File: config.mk
export PLATFORM = sky130hd
export DESIGN_NAME = ws_sequencer
export DESIGN_NICKNAME = d
export VERILOG_FILES = /design/src/rtl/ws_sequencer.sv
export SDC_FILE = /design/constraint.sdc
export NUM_CORES = 1
export LEC_CHECK = 0
export BUFFER_PORTS_ARGS = -buffer_cell sky130_fd_sc_hd__buf_2
export CAP_MARGIN = 20
export CORE_MARGIN = 1.5
export CORE_UTILIZATION = 45
export DETAILED_ROUTE_END_ITERATION = 7
export GPL_TIMING_DRIVEN = 1
export PLACE_DENSITY = 0.68
export SYNTH_ARGS = -nofsm -noshare
export SYNTH_HDL_FRONTEND = slang
export SYNTH_SLANG_ARGS = --single-unit
export TNS_END_PERCENT = 1
File: constraint.sdc
create_clock -name clk -period 12 [get_ports clk]
set_clock_uncertainty 0.15 [all_clocks]
set_input_delay 2.4 -clock clk [delete_from_list [all_inputs] [get_ports clk]]
set_output_delay 2.4 -clock clk [all_outputs]
set_load 0.01 [all_outputs]
File: src/rtl/ws_sequencer.sv
// Weight-stationary instruction sequencer: generates the core instruction word
// for a full convolution pass (weight load, activation stream, kij marker, PSUM drain).
//
// state  | meaning
// IDLE   | waiting for start
// LOAD_W | reading col weight rows for the current kij from XMEM
// EXEC   | streaming len_nij activation rows
// MARK   | one-cycle end-of-kij marker (load/execute/mode all set)
// DRAIN  | waiting for PMEM writes to catch up with this kij
// DONE   | one-cycle done pulse
module ws_sequencer #(
    parameter int         COL     = 8,
    parameter int         LEN_KIJ = 9,
    parameter int         LEN_NIJ = 36,
    parameter logic [7:0] W_BASE  = 8'h80,
    parameter logic [7:0] X_BASE  = 8'h00
) (
    input  logic        clk,
    input  logic        reset,
    input  logic        start,
    input  logic        l0_ready,
    input  logic        ofifo_valid,
    output logic [39:0] inst,
    output logic        busy,
    output logic        done
);

    localparam int P_TOTAL = LEN_KIJ * LEN_NIJ;

    typedef enum logic [2:0] {IDLE, LOAD_W, EXEC, MARK, DRAIN, DONE} state_t;

    state_t      state, state_nxt;
    logic [3:0]  kij;
    logic [5:0]  r;
    logic [8:0]  p;
    logic [8:0]  p_nxt;
    logic [8:0]  a_pmem_q;
    logic [8:0]  drain_target;
    logic        active;
    logic        issue;
    logic        pmem_wr;
    logic        last_row;
    logic        kij_last;
    logic        drain_met;
    logic        l0_wr_q;
    logic        l0_rd_q;
    logic [2:0]  tag;
    logic [2:0]  tag_d1, tag_d2, tag_d3;
    logic [7:0]  a0;

    always_comb begin
        active       = (state == LOAD_W) || (state == EXEC) ||
                       (state == MARK)   || (state == DRAIN);
        issue        = ((state == LOAD_W) || (state == EXEC)) && l0_ready;
        pmem_wr      = active && ofifo_valid && (p < 9'(P_TOTAL));
        p_nxt        = p + 9'(pmem_wr);
        drain_target = 9'((int'(kij) + 1) * LEN_NIJ);
        // Count this cycle's write so done follows the final write by one cycle.
        drain_met    = (p_nxt >= drain_target);
        kij_last     = (kij == 4'(LEN_KIJ - 1));
        last_row     = (state == LOAD_W) ? (r == 6'(COL - 1)) : (r == 6'(LEN_NIJ - 1));
    end

    always_ff @(posedge clk) begin
        if (reset) begin
            state <= IDLE;
        end else begin
            state <= state_nxt;
        end
    end

    always_comb begin
        state_nxt = state;
        case (state)
            IDLE:    if (start) state_nxt = LOAD_W;
            LOAD_W:  if (issue && last_row) state_nxt = EXEC;
            EXEC:    if (issue && last_row) state_nxt = MARK;
            MARK:    state_nxt = DRAIN;
            DRAIN:   if (drain_met) state_nxt = kij_last ? DONE : LOAD_W;
            DONE:    state_nxt = IDLE;
            default: state_nxt = IDLE;
        endcase
    end

    always_comb begin
        busy = active;
        done = (state == DONE);
        a0   = 8'h00;
        tag  = 3'b000;
        case (state)
            LOAD_W: begin
                if (issue) begin
                    a0  = W_BASE + 8'(int'(kij) * COL) + 8'(r);
                    tag = 3'b001;
                end
            end
            EXEC: begin
                if (issue) begin
                    a0  = X_BASE + 8'(r);
                    tag = 3'b010;
                end
            end
            MARK:    tag = 3'b111;
            default: ;
        endcase
        inst = {active, 1'b0, ~pmem_wr, ~pmem_wr, (pmem_wr ? p : a_pmem_q),
                1'b1, 8'h00, ~issue, 1'b1, a0,
                pmem_wr, 2'b00, l0_rd_q, l0_wr_q, tag_d3};
    end

    always_ff @(posedge clk) begin
        if (reset) begin
            kij      <= '0;
            r        <= '0;
            p        <= '0;
            a_pmem_q <= '0;
            l0_wr_q  <= 1'b0;
            l0_rd_q  <= 1'b0;
            tag_d1   <= '0;
            tag_d2   <= '0;
            tag_d3   <= '0;
        end else begin
            // Control pipeline shifts in every state so trailing tags drain out.
            l0_wr_q <= issue;
            l0_rd_q <= l0_wr_q;
            tag_d1  <= tag;
            tag_d2  <= tag_d1;
            tag_d3  <= tag_d2;
            if (pmem_wr) begin
                p        <= p_nxt;
                a_pmem_q <= p;
            end
            case (state)
                IDLE: begin
                    if (start) begin
                        kij <= '0;
                        r   <= '0;
                        p   <= '0;
                    end
                end
                LOAD_W, EXEC: begin
                    if (issue) r <= last_row ? 6'd0 : r + 6'd1;
                end
                DRAIN: begin
                    if (drain_met && !kij_last) kij <= kij + 4'd1;
                end
                default: ;
            endcase
        end
    end

endmodule

==> impl.org <==
** Status
- The run finished with clean final reports.

** Critical path
- Cell type of the slowest stage on the worst timing path :: sky130_fd_sc_hd__mux2_4
- Crit path arrival time :: 3.45 ns
- For this run, the slowest stage of the critical path takes 0.30 ns.
- The most numerous cell type found on the critical path is sky130_fd_sc_hd__buf_2.
- Source of the worst register-to-register timing path :: state[2]
- Crit path capture type :: output pin
- STA classifies the critical path startpoint as a primary input.
- Source of the critical timing path :: ofifo_valid
- Of all nets on the critical path, the largest fanout is 11.
- WS Path Type :: in -> out
- Worst path cell trace :: buf_2 > and3_4 > and2_4 > inv_12 > mux2_4 > buf_2
- At the worst endpoint, the required time is around 9.5 ns.

** Timing
- Share of the clock period used by the worst path :: 50.0%
- The number of max-slew violations in the final report was 0.
- Final count of hold timing violations :: 0
- The worst path in the final design needs a cycle of 6.00 ns, including I/O delays and setup.
- Setup violations remaining at the end of the flow were counted as 0.
- Setup repair after global routing left no endpoint under its margin.
- On the final layout, the worst hold slack is 0.290 ns.
- At the pin with the least slew margin, the transition time is a little over 0.6 ns.
- Measured against its own limit, the worst slew margin works out to 58.8%.
- In the final timing run, aggregate negative setup slack is 0 ns.
- Maximum clock frequency :: 0.167 GHz

** Placement
- During placement, the flow inserted port buffers numbering 33.
- Routability-driven placement finished with a final weighted congestion of 0.835.
- Half-perimeter wire length of the detailed placement result :: 3620 µm

** Final layout
- Layout area overhead :: 6.59%
- Counting the fill cells in the layout gives 549.
- The multi-input combinational cells in the finished layout cover a total of 0.00154 mm².
- Sequential cell area in the final layout :: 841 µm²
- The repair_antennas step left the layout with diodes totalling 0.
- For this run, the post-layout net count is 337.
- Of the cells placed in the final design, the portion with a size suffix greater than 1 is 17.8%.

** Synthesis
- Fraction of the yosys area taken by sequential cells :: 32.1%
- Largest area contributor in the netlist :: sky130_fd_sc_hd__dfxtp_1
- Synthesis produced a netlist whose cell count is 294.
- Ranked by total cell area, the synthesized netlist is headed by sky130_fd_sc_hd__dfxtp_1 32%, sky130_fd_sc_hd__ha_1 8.1%, sky130_fd_sc_hd__nor2b_1 5.5%.
- Synth top area share :: 32.1%
- Dividing the synthesized area by the synthesized cell count gives 8.91 µm².
- In this run, synthesis inferred 0 flip-flops with an integrated enable.
- After synthesis the cells add up to 0.00262 mm².
- After synthesis, the largest family of logic cells by area is simple AND/OR/NAND/NOR gates.
- After Yosys synthesis, full adders, half adders and majority gates account for 9.65% of the synthesized area.
- During synthesis, Yosys emitted a total of 0 warnings.
- Fraction of synthesized cell area in xor and xnor cells :: 7.69%
- The number of different library cells used by synthesis comes to 55.
- Of all flip-flops after synthesis, the portion carrying an async set or reset was 0%.
- Summing the areas of all and, or, nand and nor instances in the mapped netlist gives 23.7% of the synthesized area.
- Dominant synthesized flop cell :: sky130_fd_sc_hd__dfxtp_1
- Counting flops and latches in the post-synthesis netlist gives 42.
- Mux cell area share after synthesis :: ~6.6%
- Commonest cells in the netlist :: 42 x sky130_fd_sc_hd__dfxtp_1, 29 x sky130_fd_sc_hd__nor2_1, 23 x sky130_fd_sc_hd__nor2b_1, 18 x sky130_fd_sc_hd__buf_4, 17 x sky130_fd_sc_hd__ha_1
- Summing the areas of all compound-gate instances in the mapped netlist gives about a tenth of the synthesized area.
- Most frequent cell after synthesis :: sky130_fd_sc_hd__dfxtp_1

** CTS
- Once the clock tree was built, the setup fixing pass inserted 0 buffers.
- In this run, post-CTS hold repair placed 0 buffers.
- Clock-pin slew reported for the worst setup and hold paths after clock tree synthesis :: around 0.090 ns
- At the later pin of the worst-skew pair, clock insertion delay measures approximately 0.30 ns.
- CTS HTree Levels :: 2
- Number of resized instances in the post-cts repair step :: 0
- TritonCTS built the clock tree.
- Counting the buffers created by CTS gives 5.
- The clock net in this run drives a total of 42 sinks.
- Max clock buf depth :: 2
- Master cell of the clock root buffer :: sky130_fd_sc_hd__clkbuf_8

** Die
- Row cnt :: 27
- Num ports :: 47
- Vertical die dimension :: 79.3 µm
- For this configuration, the core starts out at a cell density of 47.0%.
- The region available for standard cell placement spans 0.00557 mm².
- Horizontal die dimension :: 79.3 µm
- The floorplan step defined a die boundary enclosing about 0.0063 mm².

** GRT
- GRT Residual Overflow :: 0
- Combined global-route utilization of all metal layers :: ~17%
- Antenna violations before repair :: 0
- Number of global-route vias before repair :: 1841
- Wire length of the first global-routing pass :: 8630 µm
- Pin count of the biggest net entering global routing :: 32

** Route
- Dividing the detail-routed wire length by the instance count gives approximately 13 µm.
- For this block, the initial DRC count from the detailed router was between 60 and 70.
- Via total after detailed routing :: 1918
- Detailed Routing Iterations Pass 1 :: 4
- After detailed routing, the number of vias per cell comes to between 4 and 5.
- The detail route stage leaves a number of antenna-violating nets equal to 0.
- Summed over all layers, the routed wires come to roughly 4900 µm.
- Remaining routing DRC violations :: 0

** Flow run
- The tool flagged a number of max-cap violations equal to 0.

** Power and ir drop
- Power spread over the standard cell area amounts to approximately 160 mW/mm².
- Across the VDD grid, the largest voltage drop is 0.0754 mV.
- Leakage Power :: between 0.001 and 0.0015 µW

** Hold path
- Hold WC Path Type :: reg -> reg
- Hold wc startpoint :: tag_d2[0]
## per-layer routing
layer  GRT usage (%)  wire length (µm)
met1            23.0              2460
met2            27.3              2240
met3            3.45               161
met4            6.14                65
met5               0                 0
## state kept, by name (all words and copies together), names as in the netlist, 3 cells and up
signal / cells
r: 6
state: 3
tag_d3: 3
kij: 4
p: 9
tag_d1: 3
a_pmem_q: 9
tag_d2: 3
## kinds of logic after synthesis
logic type,count (synthesis)
AND/OR/NAND/NOR,115
flip-flops,42
other,2
XOR/XNOR,23
AO/OA/AOI/OAI,35
multiplexers,13
adder cells (fa/ha/maj),19
buffers and inverters,45
## through the flow
stage	setup WS (ns)	area, µm²	utilization, %	power (µW)	instances
5_1_grt	5.96	2790	50.1	487	386
6_report	6.00	2790	50.1	451	386
4_1_cts	6.00	2790	50.1	456	386
2_1_floorplan	6.15	2660	-	340	305
3_5_place_dp	5.96	2700	48.4	361	378
3_3_place_gp	6.02	2700	48.4	357	378
## cell usage in the layout, fill, tap and decap left out, types with 2 or more instances in the layout
| master | instances |
|---|---|
| sky130_fd_sc_hd__dfxtp_1 | 42 |
| sky130_fd_sc_hd__buf_2 | 33 |
| sky130_fd_sc_hd__nor2_1 | 29 |
| sky130_fd_sc_hd__nor2b_1 | 23 |
| sky130_fd_sc_hd__ha_1 | 17 |
| sky130_fd_sc_hd__nand2_1 | 16 |
| sky130_fd_sc_hd__xnor2_1 | 13 |
| sky130_fd_sc_hd__conb_1 | 13 |
| sky130_fd_sc_hd__inv_1 | 11 |
| sky130_fd_sc_hd__xor2_1 | 10 |
| sky130_fd_sc_hd__and3_1 | 10 |
| sky130_fd_sc_hd__nand3_1 | 9 |
| sky130_fd_sc_hd__mux2_4 | 8 |
| sky130_fd_sc_hd__a21oi_1 | 7 |
| sky130_fd_sc_hd__nor3_1 | 6 |
| sky130_fd_sc_hd__nand2b_1 | 5 |
| sky130_fd_sc_hd__clkbuf_8 | 5 |
| sky130_fd_sc_hd__o21ai_0 | 4 |
| sky130_fd_sc_hd__a21o_1 | 3 |
| sky130_fd_sc_hd__mux2i_1 | 3 |
| sky130_fd_sc_hd__a22oi_1 | 2 |
| sky130_fd_sc_hd__or3_1 | 2 |
| sky130_fd_sc_hd__nor3b_1 | 2 |
| sky130_fd_sc_hd__and2_1 | 2 |
| sky130_fd_sc_hd__o22a_1 | 2 |
| sky130_fd_sc_hd__nor4_1 | 2 |
| sky130_fd_sc_hd__a31o_1 | 2 |
| sky130_fd_sc_hd__nand3b_1 | 2 |
| sky130_fd_sc_hd__nor2b_4 | 2 |
| sky130_fd_sc_hd__a211oi_1 | 2 |
| sky130_fd_sc_hd__o21ai_1 | 2 |
| sky130_fd_sc_hd__mux2_1 | 2 |
| sky130_fd_sc_hd__fa_1 | 2 |
| sky130_fd_sc_hd__clkinvlp_4 | 2 |
## final timing paths
check               to  slack (ns)  depth (start not counted)
min          tag_d3[0]        0.29                          1
max           inst[33]        6.00                          6
min reg2reg  tag_d3[0]        0.29                          1
max reg2reg     kij[3]        7.46                         15
## layout make-up
class                   instances  area share, %
multi-input cells             218           55.2
flip-flops and latches         42           30.1
repair buffers                 33           5.91
well taps                      72           3.23
clock buffers                   5           2.46
inverters                      13           2.20
clock inverters                 3          0.851
## report_power, final
| part | internal [µW] | total (µW) | switching [µW] |
|---|---|---|---|
| combinational | 74.2 | 181 | 107 |
| clock | 41.6 | 93.9 | 52.4 |
| sequential | 152 | 176 | 23.4 |
| total | 268 | 451 | 183 |
## critical path: cells and delay by family
kind / cells / cell delay, ns
muxes: 1 / 0.30
buffers and inverters: 3 / 0.29
and+or+nand+nor: 2 / 0.44
No activity file was read; power rests on OpenSTA's default activity.
